$ cat config.mk
export PLATFORM = sky130hd
export DESIGN_NAME = operand_stage
export DESIGN_NICKNAME = d
export VERILOG_FILES = /design/src/rtl/rv_pkg.sv /design/src/rtl/operand_fwd_mux.sv /design/src/rtl/operand_stage.sv
export SDC_FILE = /design/constraint.sdc
export NUM_CORES = 1
export LEC_CHECK = 0
export CORE_UTILIZATION = 26
export CTS_CLUSTER_DIAMETER = 50
export DETAILED_ROUTE_END_ITERATION = 6
export PLACE_DENSITY = 0.64
export RECOVER_POWER = 25
export SKIP_LAST_GASP = 1
export SLEW_MARGIN = 20
export SYNTH_ARGS = -nofsm -noshare
export SYNTH_HDL_FRONTEND = slang
export SYNTH_SLANG_ARGS = --single-unit
$ cat constraint.sdc
create_clock -name clk -period 3.9 [get_ports clk]
set_input_delay 0.78 -clock clk [delete_from_list [all_inputs] [get_ports clk]]
set_output_delay 0.78 -clock clk [all_outputs]
set_load 0.01 [all_outputs]
$ cat src/rtl/rv_pkg.sv
// Shared RISC-V core definitions.
//   REG_W        : architectural register index width
//   instr_type_e : decoded instruction format codes driven on instr_type
package rv_pkg;

  localparam int unsigned REG_W = 5;

  typedef enum logic [2:0] {
    T_R = 3'd0,
    T_I = 3'd1,
    T_S = 3'd2,
    T_B = 3'd3,
    T_U = 3'd4,
    T_J = 3'd5,
    T_N = 3'd7
  } instr_type_e;

endpackage

$ cat src/rtl/operand_fwd_mux.sv
// Forwarding selector for one source operand.
//   rs          : source register index
//   rf_data     : register-file read data for rs
//   fwd_valid   : per-source "holds a register-writing instruction"
//   fwd_pending : per-source "result not yet available"
//   fwd_rd      : packed destination indices, REG_W bits per source
//   fwd_data    : packed results, XLEN bits per source
//   value       : resolved operand value (0 for x0)
//   pending     : the winning source has no result yet
module operand_fwd_mux
  import rv_pkg::*;
#(
  parameter int unsigned XLEN = 32,
  parameter int unsigned NFWD = 2
) (
  input  logic [REG_W-1:0]      rs,
  input  logic [XLEN-1:0]       rf_data,
  input  logic [NFWD-1:0]       fwd_valid,
  input  logic [NFWD-1:0]       fwd_pending,
  input  logic [REG_W*NFWD-1:0] fwd_rd,
  input  logic [XLEN*NFWD-1:0]  fwd_data,
  output logic [XLEN-1:0]       value,
  output logic                  pending
);

  logic found;

  // Index 0 is the youngest source; the first match found in ascending
  // order wins.
  always_comb begin
    value   = rf_data;
    pending = 1'b0;
    found   = 1'b0;
    for (int unsigned i = 0; i < NFWD; i++) begin
      if (!found && fwd_valid[i] && (fwd_rd[i*REG_W +: REG_W] == rs)) begin
        found   = 1'b1;
        pending = fwd_pending[i];
        value   = fwd_data[i*XLEN +: XLEN];
      end
    end
    // x0 is hardwired zero and never waits on a producer.
    if (rs == '0) begin
      value   = '0;
      pending = 1'b0;
    end
  end

endmodule

$ cat src/rtl/operand_stage.sv
// Registered operand-build stage between decode/regfile read and the ALU.
//   clk, rst              : clock, asynchronous active-high reset
//   in_valid / in_ready   : input handshake (in_ready is combinational)
//   rs1, rs2              : source indices (rs2 doubles as shamt)
//   rs1_data, rs2_data    : register-file read data
//   pc, imm, instr_type   : instruction fields
//   shamt_used            : R-type shift-immediate
//   fwd_valid/pending/rd/data : forwarding sources, index 0 youngest
//   flush                 : kill held and incoming instruction
//   out_valid / out_ready : output handshake
//   a, b, store_data      : registered ALU operands and store data
//   out_type              : registered instr_type
//   stall_cnt             : saturating count of hazard cycles
module operand_stage
  import rv_pkg::*;
#(
  parameter int unsigned XLEN  = 32,
  parameter int unsigned NFWD  = 2,
  parameter int unsigned CNT_W = 16
) (
  input  logic                  clk,
  input  logic                  rst,
  input  logic                  in_valid,
  output logic                  in_ready,
  input  logic [REG_W-1:0]      rs1,
  input  logic [REG_W-1:0]      rs2,
  input  logic [XLEN-1:0]       rs1_data,
  input  logic [XLEN-1:0]       rs2_data,
  input  logic [XLEN-1:0]       pc,
  input  logic [XLEN-1:0]       imm,
  input  logic [2:0]            instr_type,
  input  logic                  shamt_used,
  input  logic [NFWD-1:0]       fwd_valid,
  input  logic [NFWD-1:0]       fwd_pending,
  input  logic [REG_W*NFWD-1:0] fwd_rd,
  input  logic [XLEN*NFWD-1:0]  fwd_data,
  input  logic                  flush,
  output logic                  out_valid,
  input  logic                  out_ready,
  output logic [XLEN-1:0]       a,
  output logic [XLEN-1:0]       b,
  output logic [XLEN-1:0]       store_data,
  output logic [2:0]            out_type,
  output logic [CNT_W-1:0]      stall_cnt
);

  logic [XLEN-1:0] r1, r2;
  logic            pend1, pend2;
  logic            use1, use2;
  logic            hazard;
  logic            accept;
  logic [XLEN-1:0] nxt_a, nxt_b, nxt_sd;
  logic [XLEN-1:0] shamt_ext;

  operand_fwd_mux #(.XLEN(XLEN), .NFWD(NFWD)) u_fwd_rs1 (
    .rs          (rs1),
    .rf_data     (rs1_data),
    .fwd_valid   (fwd_valid),
    .fwd_pending (fwd_pending),
    .fwd_rd      (fwd_rd),
    .fwd_data    (fwd_data),
    .value       (r1),
    .pending     (pend1)
  );

  operand_fwd_mux #(.XLEN(XLEN), .NFWD(NFWD)) u_fwd_rs2 (
    .rs          (rs2),
    .rf_data     (rs2_data),
    .fwd_valid   (fwd_valid),
    .fwd_pending (fwd_pending),
    .fwd_rd      (fwd_rd),
    .fwd_data    (fwd_data),
    .value       (r2),
    .pending     (pend2)
  );

  assign shamt_ext = {{(XLEN-REG_W){1'b0}}, rs2};

  always_comb begin
    use1   = 1'b0;
    use2   = 1'b0;
    nxt_a  = '0;
    nxt_b  = '0;
    nxt_sd = '0;
    case (instr_type)
      T_R: begin
        use1  = 1'b1;
        use2  = !shamt_used;
        nxt_a = r1;
        nxt_b = shamt_used ? shamt_ext : r2;
      end
      T_I: begin
        use1  = 1'b1;
        nxt_a = r1;
        nxt_b = imm;
      end
      T_S: begin
        use1   = 1'b1;
        use2   = 1'b1;
        nxt_a  = r1;
        nxt_b  = imm;
        nxt_sd = r2;
      end
      T_B: begin
        use1  = 1'b1;
        use2  = 1'b1;
        nxt_a = r1;
        nxt_b = r2;
      end
      T_U: begin
        nxt_a = imm;
      end
      T_J: begin
        nxt_a = pc;
        nxt_b = imm;
      end
      default: ;
    endcase
  end

  // A pending producer only matters for operands the instruction reads.
  assign hazard   = (use1 && pend1) || (use2 && pend2);
  assign in_ready = (!out_valid || out_ready) && !hazard && !flush;
  assign accept   = in_valid && in_ready;

  always_ff @(posedge clk or posedge rst) begin
    if (rst) begin
      out_valid  <= 1'b0;
      a          <= '0;
      b          <= '0;
      store_data <= '0;
      out_type   <= '0;
    end else if (flush) begin
      out_valid <= 1'b0;
    end else if (accept) begin
      out_valid  <= 1'b1;
      a          <= nxt_a;
      b          <= nxt_b;
      store_data <= nxt_sd;
      out_type   <= instr_type;
    end else if (out_ready) begin
      out_valid <= 1'b0;
    end
  end

  always_ff @(posedge clk or posedge rst) begin
    if (rst) begin
      stall_cnt <= '0;
    end else if (in_valid && hazard && !flush && (stall_cnt != '1)) begin
      stall_cnt <= stall_cnt + CNT_W'(1);
    end
  end

endmodule
==> impl_metrics.env <==
export IMPL_outcome="finished with violations"
export IMPL_violations="capacitance limit, slew limit"
export IMPL_slowest_delay_ns=0.49
export IMPL_internal_power_mw=3.03
export IMPL_seq_power_share=0.333
export IMPL_cts_sinks=116
export IMPL_min_period_over_period=0.903
export IMPL_reg2reg_from="stall_cnt[6]"
export IMPL_drt_wl_total_um=29100
export IMPL_postCtsResizedCells=0
export IMPL_rsz0062_at_grt="false"
export IMPL_crit_family="simple AND/OR/NAND/NOR gates"
export IMPL_wire_per_inst_um=19.1
export IMPL_cts_buffer_depth=2
export IMPL_crit_chain="clkdlybuf4s50_1 -> xor2_1 -> nor4_2 -> nand3_2 -> mux2i_2 -> o22ai_1 -> nor3_1 -> dlymetal6s2s_1"
export IMPL_tns_ns=0
export IMPL_ys_seq_area_frac=0.406
export IMPL_dr_pass1_iters=5
export IMPL_netSwitchingPower_mw=1.19
export IMPL_die_w_um=168
export IMPL_grt_max_degree=119
export IMPL_cts_tree="done"
export IMPL_power_leakage_nw=4.46
export IMPL_power_density_nw_per_um2=360
export IMPL_insertion_delay_ns=0.41
export IMPL_syn_nets=1077
export IMPL_netlist_area_um2=7160
export IMPL_pwr_share_comb=0.252
export IMPL_hold_buffers=0
export IMPL_synth_most_common_cell="o21ai_0"
export IMPL_path_depth=8
export IMPL_cts_htree_levels=4
export IMPL_start_kind="primary input"
export IMPL_arrival_ns=2.74
export IMPL_grt_ovfl_total=0
export IMPL_clkTransAtPathRegs_ns=0.06
export IMPL_post_cts_repair_setup_buffers=0
export IMPL_synthCells=851
export IMPL_slew_viol_final=61
export IMPL_final_antenna_net_count=0
export IMPL_reg2reg_slack_ns=1.80
export IMPL_hp_start="store_data[19]"
export IMPL_final_core_util=0.434
export IMPL_worstPathRequired_ns=3.12
export IMPL_switching_share=0.282
export IMPL_dieArea_um2=28200
export IMPL_syn_area_per_cell_um2=8.41
export IMPL_drt_iter0_drc=387
export IMPL_drive_gt1_frac=0.0718
export IMPL_core_area_um2=27000
export IMPL_min_to="store_data[19]"
export IMPL_ys_warnings_count=0
export IMPL_crit_path_end_kind="output pin"
export IMPL_synth_common_cells="o21ai_0, nand2_1, dfrtp_1, a21oi_1, mux2i_1"
export IMPL_clockPowerShare=0.415
export IMPL_antenna_found_initial=0
export IMPL_ys_flop_type="dfrtp_1"
export IMPL_drc=0
export IMPL_cp_num_buf_inv=2
export IMPL_worstSetupPathType="in -> out"
export IMPL_place_inst=1493
export IMPL_relSlewSlack=-0.0643
export IMPL_period_needed_ns=3.52
export IMPL_numCtsBuffers=17
export IMPL_synth_async_sr_flop_share=1.00
export IMPL_viasPerCell=5.07
export IMPL_num_rows=60
export IMPL_grt_pass1_vias=7747
export IMPL_holdWs_ns=0.474
export IMPL_tightest_slew_ns=1.60
export IMPL_vias=7727
export IMPL_wl_met2_um=14500
export IMPL_critPathMaxFanout=3
export IMPL_synth_edf_count=0
export IMPL_clock_skew_ns=0.0101
export IMPL_start_util=0.266
export IMPL_synth_top_area_share=0.406
export IMPL_nets=1397
export IMPL_diodes=0
export IMPL_synth_area_leaders="dfrtp_1, o21ai_0, mux2i_1, nand2_1, a21oi_1"
export IMPL_die_height_um=168
export IMPL_yosysTopAreaCell="dfrtp_1"
export IMPL_vdd_drop_max_mv=0.239
export IMPL_wl_met1_um=11800
export IMPL_hold_path_class="reg -> reg"
export IMPL_cp_slowest_cell="clkdlybuf4s50_1"
export IMPL_netlist_cell_type_count=39
export IMPL_r2r_worst_path_cells=8
export IMPL_clock_root_buffer="clkbuf_16"
export IMPL_final_hold_violation_count=0
export IMPL_drv_cap=1
export IMPL_io_pins=342
export IMPL_post_dp_hpwl_um=20800
export IMPL_top_layer="met4"
export IMPL_hold_depth=2
export IMPL_r2r_end="stall_cnt[1]"
export IMPL_fillCellCount=2650
export IMPL_stdcell_count=1525
export IMPL_grt_usage=0.204
export IMPL_max_freq_mhz=284
export IMPL_area_growth_pct=63.6
export IMPL_grt_pass1_wl_um=44500
export IMPL_wl_met3_um=2310
export IMPL_synth_seq_cells=116
export IMPL_io_buffers=341
export IMPL_gp_congestion=0.892
export IMPL_setup_viol=0
[power by group through the flow]
stage                     combinational, mW  clock (mW)  sequential (mW)
after floorplan                       0.329           0             1.48
after global placement                 1.06           0             1.42
after detailed placement               1.07           0             1.43
after CTS                              1.07        1.80             1.41
after global routing                   1.15        1.86             1.43
final                                  1.06        1.75             1.41
[layout make-up]
cell class	count	area (µm²)	share of cell area
multi-input cells	655	3980	0.340
repair buffers	371	3710	0.317
flip-flops and latches	116	2900	0.248
clock buffers	19	453	0.0387
well taps	341	427	0.0364
clock inverters	13	198	0.0169
inverters	10	38.8	0.00331
[how the worst max path moves through the flow]
stage / start / to / slack, ns
3_3_place_gp: fwd_rd[0] / in_ready / 0.09
4_1_cts: rs1[4] / in_ready / 0.05
5_1_grt: rst / store_data[22] / 0.19
2_1_floorplan: rst / a[0] / 0.05
6_report: rs1[0] / in_ready / 0.38
3_5_place_dp: rs1[4] / in_ready / 0.06
[layer usage]
layer  up-vias  GRT usage
met2       325      0.359
met3        31     0.0632
met4         0     0.0578
met1      3652      0.238
met5         -          0
li1       3719          -
[metrics by stage]
step	power (mW)	setup WS (ns)	cell area [µm²]
2_1_floorplan	1.81	0.0476	7160
6_report	4.22	0.378	11700
3_3_place_gp	2.48	0.0884	11100
5_1_grt	4.43	0.192	11700
3_5_place_dp	2.50	0.0620	11100
4_1_cts	4.28	0.0451	11700
[state kept, by name (all words and copies together) (netlist names)]
signal and count:
a 32, store_data 32, stall_cnt 16, out_type 3, out_valid 1, b 32
[placed cells by master, fill, tap and decap left out, types with 3 or more instances in the layout]
cell type,n
a21oi_1,93
a221oi_1,32
a22oi_1,5
and2_1,7
buf_12,6
buf_4,22
bufinv_16,4
clkbuf_16,17
clkdlybuf4s50_1,339
clkinv_4,3
clkinvlp_4,3
dfrtp_1,116
inv_1,9
mux2_2,4
mux2i_1,64
nand2_1,141
nand3_1,15
nand4_1,7
nor2_1,19
nor2_4,3
nor3_1,6
nor4_1,3
o21ai_0,162
o31a_1,5
o31ai_1,27
o41ai_2,5
xnor2_1,26
xor2_1,8
[worst register-to-register path: cells and delay by family (launching register included)]
family | cells | cell delay, ns
AND/OR/NAND/NOR | 6 | 1.05
flip-flops | 1 | 0.44
buffers and inverters | 1 | 0.18
multiplexers | 1 | 0.33
[logic make-up (layout without fill, tap and decap cells)]
family | count (synthesis) | after routing | share of synthesized area
adders and majority gates | 1 | 1 | 0.00175
AOI/OAI and AO/OA | 334 | 334 | 0.275
buffers and inverters | 80 | 413 | 0.0483
muxes | 70 | 70 | 0.0991
and+or+nand+nor | 216 | 216 | 0.129
xor gates and xnor gates | 34 | 34 | 0.0416
DFF | 116 | 116 | 0.406
No activity file was read; power rests on OpenSTA's default activity.
